### src/rtl/fetch_stage.sv
// RV32I instruction-fetch stage: owns the PC, feeds the IF/ID register over valid/ready.
// Define FETCH_PERF_CNT_EN to add fetch_count/stall_count performance counters.
module fetch_stage #(
    parameter logic [31:0] RESET_PC   = 32'h0000_0000,
    parameter int unsigned IMEM_BYTES = 128
) (
    input  logic        clk,
`ifdef FETCH_PERF_CNT_EN
    output logic [31:0] fetch_count,
    output logic [31:0] stall_count,
`endif
    input  logic        rst,
    output logic [31:0] cur_pc,
    input  logic [31:0] instruction,
    input  logic        redirect_en,
    input  logic [31:0] redirect_pc,
    input  logic        id_ready,
    output logic        if_valid,
    output logic [31:0] if_pc,
    output logic [31:0] if_instr,
    output logic        if_fault,
    output logic        misalign,
    output logic        halted
);

    localparam logic [1:0] ST_BOOT = 2'd0;
    localparam logic [1:0] ST_RUN  = 2'd1;
    localparam logic [1:0] ST_HALT = 2'd2;

    localparam logic [31:0] IMEM_LIMIT = 32'(IMEM_BYTES);

    logic [1:0]  state_q, state_d;
    logic [31:0] curPc_q, curPc_d;
    logic        valid_q, valid_d;
    logic [31:0] instrPc_q, instrPc_d;
    logic [31:0] instr_q, instr_d;
    logic        fault_q, fault_d;
    logic        misalign_q, misalign_d;
    logic        fire;
    logic        capture;

    assign fire    = (state_q == ST_RUN) && (!valid_q || id_ready);
    // A redirect on a fire cycle discards the word at the old PC.
    assign capture = fire && !redirect_en;

    always_comb begin
        state_d    = state_q;
        curPc_d    = curPc_q;
        valid_d    = valid_q;
        instrPc_d  = instrPc_q;
        instr_d    = instr_q;
        fault_d    = fault_q;
        misalign_d = 1'b0;

        if (valid_q && id_ready) begin
            valid_d = 1'b0;
        end

        case (state_q)
            ST_BOOT: state_d = ST_RUN;
            ST_RUN: begin
                if (capture) begin
                    valid_d   = 1'b1;
                    instrPc_d = curPc_q;
                    instr_d   = instruction;
                    fault_d   = (curPc_q >= IMEM_LIMIT);
                    if (instruction == 32'h0) begin
                        state_d = ST_HALT;
                    end else begin
                        curPc_d = curPc_q + 32'd4;
                    end
                end
            end
            ST_HALT: state_d = ST_HALT;
            default: state_d = ST_BOOT;
        endcase

        // Redirect overrides everything; BOOT still advances to RUN on its own.
        if (redirect_en) begin
            curPc_d    = {redirect_pc[31:2], 2'b00};
            valid_d    = 1'b0;
            misalign_d = |redirect_pc[1:0];
            state_d    = ST_RUN;
        end
    end

    always_ff @(posedge clk or posedge rst) begin
        if (rst) begin
            state_q    <= ST_BOOT;
            curPc_q    <= RESET_PC;
            valid_q    <= 1'b0;
            instrPc_q  <= 32'h0;
            instr_q    <= 32'h0;
            fault_q    <= 1'b0;
            misalign_q <= 1'b0;
        end else begin
            state_q    <= state_d;
            curPc_q    <= curPc_d;
            valid_q    <= valid_d;
            instrPc_q  <= instrPc_d;
            instr_q    <= instr_d;
            fault_q    <= fault_d;
            misalign_q <= misalign_d;
        end
    end

`ifdef FETCH_PERF_CNT_EN
    logic [31:0] fetchCnt_q, stallCnt_q;

    always_ff @(posedge clk or posedge rst) begin
        if (rst) begin
            fetchCnt_q <= 32'h0;
            stallCnt_q <= 32'h0;
        end else if (!redirect_en) begin
            if (capture) begin
                fetchCnt_q <= fetchCnt_q + 32'd1;
            end
            if ((state_q == ST_RUN) && valid_q && !id_ready) begin
                stallCnt_q <= stallCnt_q + 32'd1;
            end
        end
    end

    assign fetch_count = fetchCnt_q;
    assign stall_count = stallCnt_q;
`endif

    assign cur_pc   = curPc_q;
    assign if_valid = valid_q;
    assign if_pc    = instrPc_q;
    assign if_instr = instr_q;
    assign if_fault = fault_q;
    assign misalign = misalign_q;
    assign halted   = (state_q == ST_HALT);

endmodule

### config.mk
export PLATFORM = sky130hd
export DESIGN_NAME = fetch_stage
export DESIGN_NICKNAME = d
export VERILOG_FILES = /design/src/rtl/fetch_stage.sv
export SDC_FILE = /design/constraint.sdc
export NUM_CORES = 1
export LEC_CHECK = 0
export ABC_AREA = 1
export BUFFER_PORTS_ARGS = -buffer_cell sky130_fd_sc_hd__buf_2
export CORE_UTILIZATION = 39
export DETAILED_ROUTE_END_ITERATION = 6
export PLACE_DENSITY = 0.65
export SYNTH_ARGS = -nofsm -noshare
export SYNTH_HDL_FRONTEND = slang
export SYNTH_SLANG_ARGS = --single-unit
### constraint.sdc
create_clock -name clk -period 3.8 [get_ports clk]
set_clock_uncertainty 0.15 [all_clocks]
set_input_delay 0 -clock clk [delete_from_list [all_inputs] [get_ports clk]]
set_output_delay 0 -clock clk [all_outputs]
set_load 0.01 [all_outputs]
==> results of run 1 <==
per-stage QoR:
stage          hold slack (ns)  worst slack (ns)  power, uW  cells
4_1_cts                  0.104              1.55       4670   1084
3_3_place_gp            -0.270              1.66       3690   1001
3_5_place_dp            -0.267              1.60       3710   1001
5_1_grt                  0.156              1.32       5010   1084
6_report                 0.109              1.58       4640   1084
2_1_floorplan          -0.0404              1.12       2930    689
metal layers:
metal  share of wire (%)  vias up  GRT usage, %
met5                   0        -             0
met4                 3.0        0          10.8
met3                 5.0       35          3.01
met2                  46      184          38.4
met1                  46     2396          32.7
li1                    -     2603             -
cell type report:
class	instances	area [um2]	share of cell area (%)
sequential	97	2430	34.8
clock buffer	10	239	3.43
multi-input combinational	519	2350	33.8
timing repair buffer	233	1510	21.6
tap	172	215	3.09
clock inverter	6	50.0	0.718
inverter	47	179	2.57
how the worst max path moves through the flow:
stage,endpoint,startpoint,slack (ns),cells past startpoint
2_1_floorplan,cur_pc[10],rst,1.12,1
3_3_place_gp,if_fault,state_q[1],1.66,8
3_5_place_dp,if_fault,state_q[1],1.60,8
4_1_cts,cur_pc[14],instruction[26],1.55,10
5_1_grt,cur_pc[9],instruction[22],1.32,10
6_report,cur_pc[9],instruction[18],1.58,10
worst reg2reg max path: cells and delay by family, from the launching register on:
kind	cells	cell delay, ns
flip-flops	1	0.38
adder cells (fa/ha/maj)	1	0.17
AO/OA/AOI/OAI	1	0.24
buffers and inverters	3	0.80
AND/OR/NAND/NOR	3	0.39
registers in the layout (all words and copies together) (netlist names):
name and flops:
cur_pc 30, if_fault 1, if_instr 32, if_pc 30
if_valid 1, misalign 1, state_q 2
placed cells by master, fill, tap and decap left out, drive strengths merged, types with 4 or more instances in the layout:
cell type    instances
a21boi               4
nor2                72
xor2                 4
nand3               66
dlygate4sd3         67
buf                166
dfrtp               97
ha                   5
clkinv               4
nand2              301
o21ai               47
conb                 4
nand4               12
clkbuf              10
inv                 48
power by group:
group | total, uW | switching [uW] | leakage [uW] | internal (uW)
Clock | 889 | 419 | 0.000141 | 470
Sequential | 1830 | 364 | 0.00121 | 1460
Combinational | 1920 | 1220 | 0.00230 | 705
timing repair:
item	in CTS	in global routing
endpoints found under the hold margin	163	0
resized for setup	0	0
hold buffers	67	0
kinds of logic after synthesis:
family / count (synthesis) / share of synthesized area [%]
buffers and inverters: 73 / 6.06
adder cells (fa/ha/maj): 5 / 1.23
AND/OR/NAND/NOR: 453 / 38.6
XOR/XNOR: 4 / 0.690
AO/OA/AOI/OAI: 53 / 5.57
other: 1 / 0.0738
flip-flops: 97 / 47.8
==> results.json, run 1 <==
{
  "status": "complete, no violations",
  "yosys_register_bits": 97,
  "synthCells": 686,
  "netlist-cell-type-count": 31,
  "antenna_found_initial": 0,
  "reg2reg_depth": 8,
  "overflow": 0,
  "dp_hpwl_um": 10700,
  "track_usage_pct": 24.0,
  "synth_top_area_cell": "dfrtp_1",
  "hold_depth": 3,
  "fin_crit_ns": 2.22,
  "die_area_um2": 13500,
  "firstDrtPassIters": 6,
  "place_area_um2": 6010,
  "critPathSlowestCell": "dlygate4sd3_1",
  "antennaDiodeCount": 0,
  "setup_viol": 0,
  "hold_end": "cur_pc[23]",
  "synthFlopType": "dfrtp_1",
  "cts-root-buf": "clkbuf_16",
  "die_x_um": 116,
  "path_cells": "dlygate4sd3_1 > buf_2 > nor2_1 > nand2_1 > nor2_1 > nand2_1 > o21ai_2 > nand2_2 > nand2_1 > o21ai_1",
  "port_buffers": 163,
  "r2r_start": "state_q[1]",
  "initial_core_util_pct": 40.1,
  "yosys_warnings": 0,
  "period_share_pct": 58.4,
  "synth.most_common_cell": "nand2_1",
  "rsz0062_at_grt": "false",
  "crit_arrival_ns": 2.28,
  "drv_slew": 0,
  "hp-start": "redirect_en",
  "grt_max_degree": 90,
  "yosysTopAreaCellShare_pct": 47.8,
  "avgSynthCellArea_um2": 7.40,
  "worst_setup_path_start_kind": "input pin",
  "synthToLayoutAreaGrowth_pct": 37.3,
  "required_ns": 3.87,
  "post_cts_buffers": 0,
  "grt_pass1_vias": 4919,
  "path_clk_slew_ns": 0.07,
  "synth_area_um2": 5080,
  "nets": 980,
  "max-slew-margin-rel_pct": 45.8,
  "core_area_um2": 12700,
  "drtIter0Drc": 499,
  "grt_pass1_wl_um": 24500,
  "maxCapViolCount": 0,
  "powerDensity_nw_per_um2": 665,
  "r2r_slack_ns": 1.59,
  "clkSinkCount": 97,
  "vias": 5218,
  "worst_slew_pin_slew_ns": 0.813,
  "max_stage_delay_ns": 0.54,
  "p_leak_uw": 0.00365,
  "htreeDepth": 3,
  "ys_seq_area_share_pct": 47.8,
  "place_congestion": 0.858,
  "wirelength_um": 15600,
  "ir_worst_vdd_mv": 0.254,
  "post_drt_wl_per_cell_um": 14.4,
  "synth_area_leaders": "dfrtp_1 (48%), nand2_1 (22%), nand3_1 (6.3%), nor2_1 (4.1%), inv_1 (3.2%)",
  "drive_above_1_share_pct": 23.4,
  "cts_tree": "built",
  "cts_made_buffers": 9,
  "synth_edf_count": 0,
  "drc": 0,
  "viasPerCell": 4.81,
  "clockBufferDepth": 2,
  "finalHoldViolCount": 0,
  "synthArstFlopShare_pct": 100,
  "crit_path_end_kind": "flop",
  "crit_family": "simple AND/OR/NAND/NOR gates",
  "critPathBufInv": 2,
  "cp_common_cell": "nand2_1",
  "critical_path_class": "input pin to flop",
  "rr_endpoint": "if_fault",
  "min_path_type": "input pin to flop",
  "setup_tns_ns": 0,
  "die_h_um": 116,
  "crit_fanout": 24,
  "ios": 168,
  "final_antenna_net_count": 0,
  "insertion_delay_ns": 0.35,
  "final_cell_area_um2": 6970,
  "final.fill_count": 1254,
  "num_rows": 41,
  "fin_util_pct": 55.0,
  "max_freq_mhz": 451,
  "synth_commonest_cells": "nand2_1 (293), dfrtp_1 (97), nand3_1 (64)"
}
(Power assumes the default switching activity.)
==> run 2: changes to the inputs <==
- clock period: 3.8 -> 2.2 ns (I/O delays scaled with it)
==> run 2 against run 1 <==
Power increased by 76%. Core utilization up 1.4 points. Global-route usage shrank 0.35 points. Clock power is 75% higher. Critical endpoint is now cur_pc[2].
==> results.json, run 2 (synthesized netlist as in run 1, its figures left out) <==
{
  "ir_worst_vdd_mv": 0.483,
  "final_antenna_net_count": 0,
  "layout_commonest_cell": "nand2_1",
  "fin_util_pct": 56.4,
  "path_clk_slew_ns": 0.07,
  "cts_tree": "built",
  "port_buffers": 163,
  "final_cells": 1098,
  "die_x_um": 116,
  "grt_pass1_wl_um": 24500,
  "max-slew-margin-rel_pct": 54.4,
  "crit_path_end_kind": "flop",
  "finalHoldViolCount": 0,
  "setup_viol": 0,
  "share_comb_of_total_power_pct": 42.3,
  "cts_made_buffers": 9,
  "clkSinkCount": 97,
  "fin_crit_ns": 2.00,
  "pwr-share-seq_pct": 38.5,
  "htreeDepth": 3,
  "drive_above_1_share_pct": 23.8,
  "holdWs_ns": 0.0335,
  "die_h_um": 116,
  "required_ns": 2.27,
  "dp_hpwl_um": 11000,
  "grt_max_degree": 42,
  "p_int_uw": 4700,
  "switching_share_pct": 42.3,
  "p_leak_uw": 0.00372,
  "powerDensity_nw_per_um2": 1140,
  "p_sw_uw": 3450,
  "drv_slew": 0,
  "power_frac_clock_pct": 19.2,
  "dp.cells": 1009,
  "cts_resized": 0,
  "nets": 995,
  "period_share_pct": 91.1,
  "antennaDiodeCount": 0,
  "place_area_um2": 6110,
  "clockBufferDepth": 2,
  "ios": 168,
  "setup_tns_ns": 0,
  "place_congestion": 0.847,
  "worst_slew_pin_slew_ns": 0.682,
  "min_path_type": "input pin to flop",
  "maxCapViolCount": 0,
  "status": "complete, no violations",
  "crit_arrival_ns": 2.07,
  "die_area_um2": 13500,
  "viasPerCell": 4.84,
  "post_drt_wl_per_cell_um": 14.2,
  "track_usage_pct": 23.6,
  "worst_setup_path_start_kind": "input pin",
  "num_rows": 41,
  "drc": 0,
  "antenna_found_initial": 0,
  "vias": 5309,
  "final_cell_mix": "nand2_1 (293), buf_2 (163), dfrtp_1 (97), dlygate4sd3_1 (74), nand3_1 (64)",
  "insertion_delay_ns": 0.34,
  "cts-root-buf": "clkbuf_16",
  "drtIter0Drc": 399,
  "core_area_um2": 12700,
  "largest_register_ffs": 32,
  "initial_core_util_pct": 40.1,
  "synthToLayoutAreaGrowth_pct": 40.7,
  "final_cell_area_um2": 7150,
  "max_freq_mhz": 499,
  "firstDrtPassIters": 5,
  "rsz0062_at_grt": "false",
  "grt_pass1_vias": 4869,
  "crit_fanout": 24,
  "overflow": 0,
  "wirelength_um": 15600,
  "critical_path_class": "input pin to flop"
}
==> run 2: changes by cell type in the layout (fill, tap and decap cells not counted) <==
cell	before	now
bufinv_16	0	1
inv_8	1	0
dlygate4sd3_1	67	74
clkinv_4	2	1
clkinvlp_4	1	3
buf_4	3	8
clkbuf_8	1	0
inv_4	1	0
buf_12	0	3
==> run 2: per-stage QoR <==
stage | setup slack, ns | power [uW]
CTS | 0.232 | 8190
global placement | 0.364 | 6470
finish | 0.196 | 8150
floorplan | 0.529 | 5050
global route | 0.0633 | 8760
detailed placement | 0.360 | 6500
==> run 2: layer usage <==
layer	track usage [%]	routed length, um	vias to the layer above
met3	3.43	901	33
met2	36.6	7150	203
met5	0	0	-
li1	-	-	2626
met1	33.4	7120	2447
met4	9.32	421	0
==> run 2: final cells by class <==
cell class	instances	area (um2)
fillers	1209	5520
flip-flops and latches	97	2430
multi-input cells	519	2350
repair buffers	248	1680
clock buffers	9	225
well taps	172	215
inverters	47	180
clock inverters	6	67.6
==> run 2: path summary, 6_finish.rpt <==
kind / start / end / slack [ns] / cells past startpoint
max in group asynchronous: rst / if_pc[8] / 1.11 / 4
max: instruction[24] / cur_pc[2] / 0.20 / 11
min: redirect_en / cur_pc[29] / 0.03 / 3
max reg2reg: state_q[1] / cur_pc[2] / 0.32 / 9
min reg2reg: if_instr[19] / if_instr[19] / 0.32 / 2
min in group asynchronous: rst / if_pc[19] / 0.15 / 3
==> run 2: power by group through the flow <==
| stage | sequential [uW] | clock (uW) | combinational [uW] |
|---|---|---|---|
| 3_5_place_dp | 3160 | 0 | 3340 |
| 6_report | 3140 | 1560 | 3450 |
| 5_1_grt | 3230 | 1670 | 3860 |
| 2_1_floorplan | 3420 | 0 | 1630 |
| 4_1_cts | 3140 | 1600 | 3460 |
| 3_3_place_gp | 3150 | 0 | 3320 |
==> run 2: repair_timing <==
item / 4_1_cts / 5_1_grt
hold buffers: 74 / 0
endpoints found under the hold margin: 92 / 0
setup buffers: 0 / 0
==> run 2: critical path: stages <==
cell and delay, ns:
dlygate4sd3_1 0.54, buf_2 0.13, nor2_1 0.13, nand2_1 0.06, nor2_1 0.14, nand2_1 0.12, o21ai_2 0.50, nand2_2 0.06
buf_4 0.24, nand2_1 0.08, o21ai_1 0.07
==> run 3: changes to the inputs <==
- GPL_TIMING_DRIVEN: default -> 0
==> run 3 against run 2 <==
Sequential cell count unchanged. Hold slack worse by 0.022 ns. Via count is 0.64% higher. Non-clock buffer count rose by 9.
==> results.json, run 3 (synthesized netlist as in run 1, its figures left out) <==
{
  "die_x_um": 116,
  "layout_commonest_cell": "nand2_1",
  "ios": 168,
  "die_h_um": 116,
  "drv_slew": 0,
  "setup_viol": 0,
  "wirelength_um": 15900,
  "cts_resized": 0,
  "vias": 5343,
  "min_path_type": "input pin to flop",
  "r2r_slack_ns": 0.20,
  "final_antenna_net_count": 0,
  "critPathLaunch": "state_q[1]",
  "grt_max_degree": 41,
  "drive_above_1_share_pct": 23.9,
  "critical_path_class": "flop to flop",
  "top_layer": "met4",
  "p_leak_uw": 0.00372,
  "setup_tns_ns": 0,
  "max-slew-margin-rel_pct": 55.1,
  "antenna_found_initial": 0,
  "num_rows": 41,
  "fin_crit_ns": 2.00,
  "core_area_um2": 12700,
  "crit_arrival_ns": 2.12,
  "track_usage_pct": 24.5,
  "post_drt_wl_per_cell_um": 14.4,
  "final_cells": 1106,
  "rsz0062_at_grt": "false",
  "max_freq_mhz": 500,
  "grt_pass1_vias": 5017,
  "crit_fanout": 10,
  "wl_met2_um": 7400,
  "path_cells": "inv_1 > ha_1 > inv_1 > nor2_4 > nand2_2 > nor2_2 > buf_4 > nand3_1 > nand3_1",
  "postCtsHoldBufs": 67,
  "dp_hpwl_um": 11500,
  "worst_slew_pin_slew_ns": 0.674,
  "cts_made_buffers": 9,
  "cts-root-buf": "clkbuf_16",
  "critPathSlowestCell": "dfrtp_1",
  "post_cts_buffers": 0,
  "crit_family": "simple AND/OR/NAND/NOR gates",
  "required_ns": 2.32,
  "final_cell_mix": "nand2_1 (293), buf_2 (171), dfrtp_1 (97), dlygate4sd3_1 (67), nand3_1 (64)",
  "dp.cells": 1025,
  "nets": 1004,
  "firstDrtPassIters": 5,
  "cp_num_cells": 9,
  "path_clk_slew_ns": 0.06,
  "clockBufferDepth": 2,
  "maxCapViolCount": 0,
  "overflow": 0,
  "reg2reg_depth": 9,
  "drc": 0,
  "status": "complete, no violations",
  "period_share_pct": 90.9,
  "fin_util_pct": 56.2,
  "drtIter0Drc": 400,
  "worst_setup_path_start_kind": "flop",
  "port_buffers": 162,
  "die_area_um2": 13500,
  "crit_path_end_kind": "flop",
  "synthToLayoutAreaGrowth_pct": 40.1,
  "initial_core_util_pct": 40.1,
  "antennaDiodeCount": 0,
  "holdWs_ns": 0.0110,
  "place_congestion": 0.848,
  "crit_end": "cur_pc[25]",
  "max_stage_delay_ns": 0.40,
  "clkSinkCount": 97,
  "htreeDepth": 3,
  "powerDensity_nw_per_um2": 1150,
  "r2r_start": "state_q[1]",
  "finalHoldViolCount": 0,
  "cts_tree": "built",
  "ir_worst_vdd_mv": 0.448,
  "wl_met3_um": 909,
  "grt_pass1_wl_um": 25100,
  "viasPerCell": 4.83,
  "insertion_delay_ns": 0.34,
  "largest_register_ffs": 32,
  "rr_endpoint": "cur_pc[25]",
  "wl_met1_um": 7160,
  "critPathBufInv": 3
}
==> run 3: cell types whose count changed in the layout (fill, tap and decap cells not counted), sizes merged <==
cell	before	now
inv	46	45
clkbuf	9	20
clkinvlp	3	2
dlygate4sd3	74	67
buf	174	181
clkinv	3	2
==> run 3: where the power goes <==
part	switching [uW]	internal (uW)	leakage [uW]
clock	646	898	0.000137
sequential	640	2530	0.00121
combinational	2160	1280	0.00238
total	3450	4710	0.00372
==> run 3: worst min-delay path by stage <==
| stage | start | endpoint | slack (ns) | cells past startpoint |
|---|---|---|---|---|
| finish | redirect_en | state_q[0] | 0.01 | 4 |
| global route | redirect_en | state_q[0] | 0.02 | 4 |
| CTS | redirect_en | state_q[0] | 0.002 | 4 |
| detailed placement | rst | if_instr[21] | -0.06 | 2 |
| floorplan | instruction[0] | if_instr[0] | -0.04 | 2 |
| global placement | instruction[29] | if_instr[29] | 0.06 | 3 |
==> run 3: metal layers <==
| metal | global-route usage, % | vias up |
|---|---|---|
| met5 | 0 | - |
| met4 | 9.15 | 0 |
| met3 | 3.84 | 31 |
| met2 | 40.2 | 187 |
| met1 | 32.7 | 2478 |
| li1 | - | 2647 |
==> run 3: area by class of cell <==
class                           count  area, um2
Fill cell                        1246       5560
Buffer                             26        131
Clock buffer                       11        243
Tap cell                          172        215
Clock inverter                      3       42.5
Sequential cell                    97       2430
Multi-Input combinational cell    519       2350
Inverter                           47        180
Timing Repair Buffer              231       1520
==> run 3: per-stage QoR <==
stage	area, um2	setup WS (ns)	power (uW)
after global routing	7120	0.00824	8810
after detailed placement	6160	0.239	6520
final	7120	0.199	8160
after global placement	6120	0.199	6470
after floorplan	5090	0.529	5050
after CTS	7120	0.190	8170
==> run 3: worst min-delay path: cells and delay by family <==
kind,cells,cell delay (ns)
simple gates,3,0.21
buf+inv,1,0.25
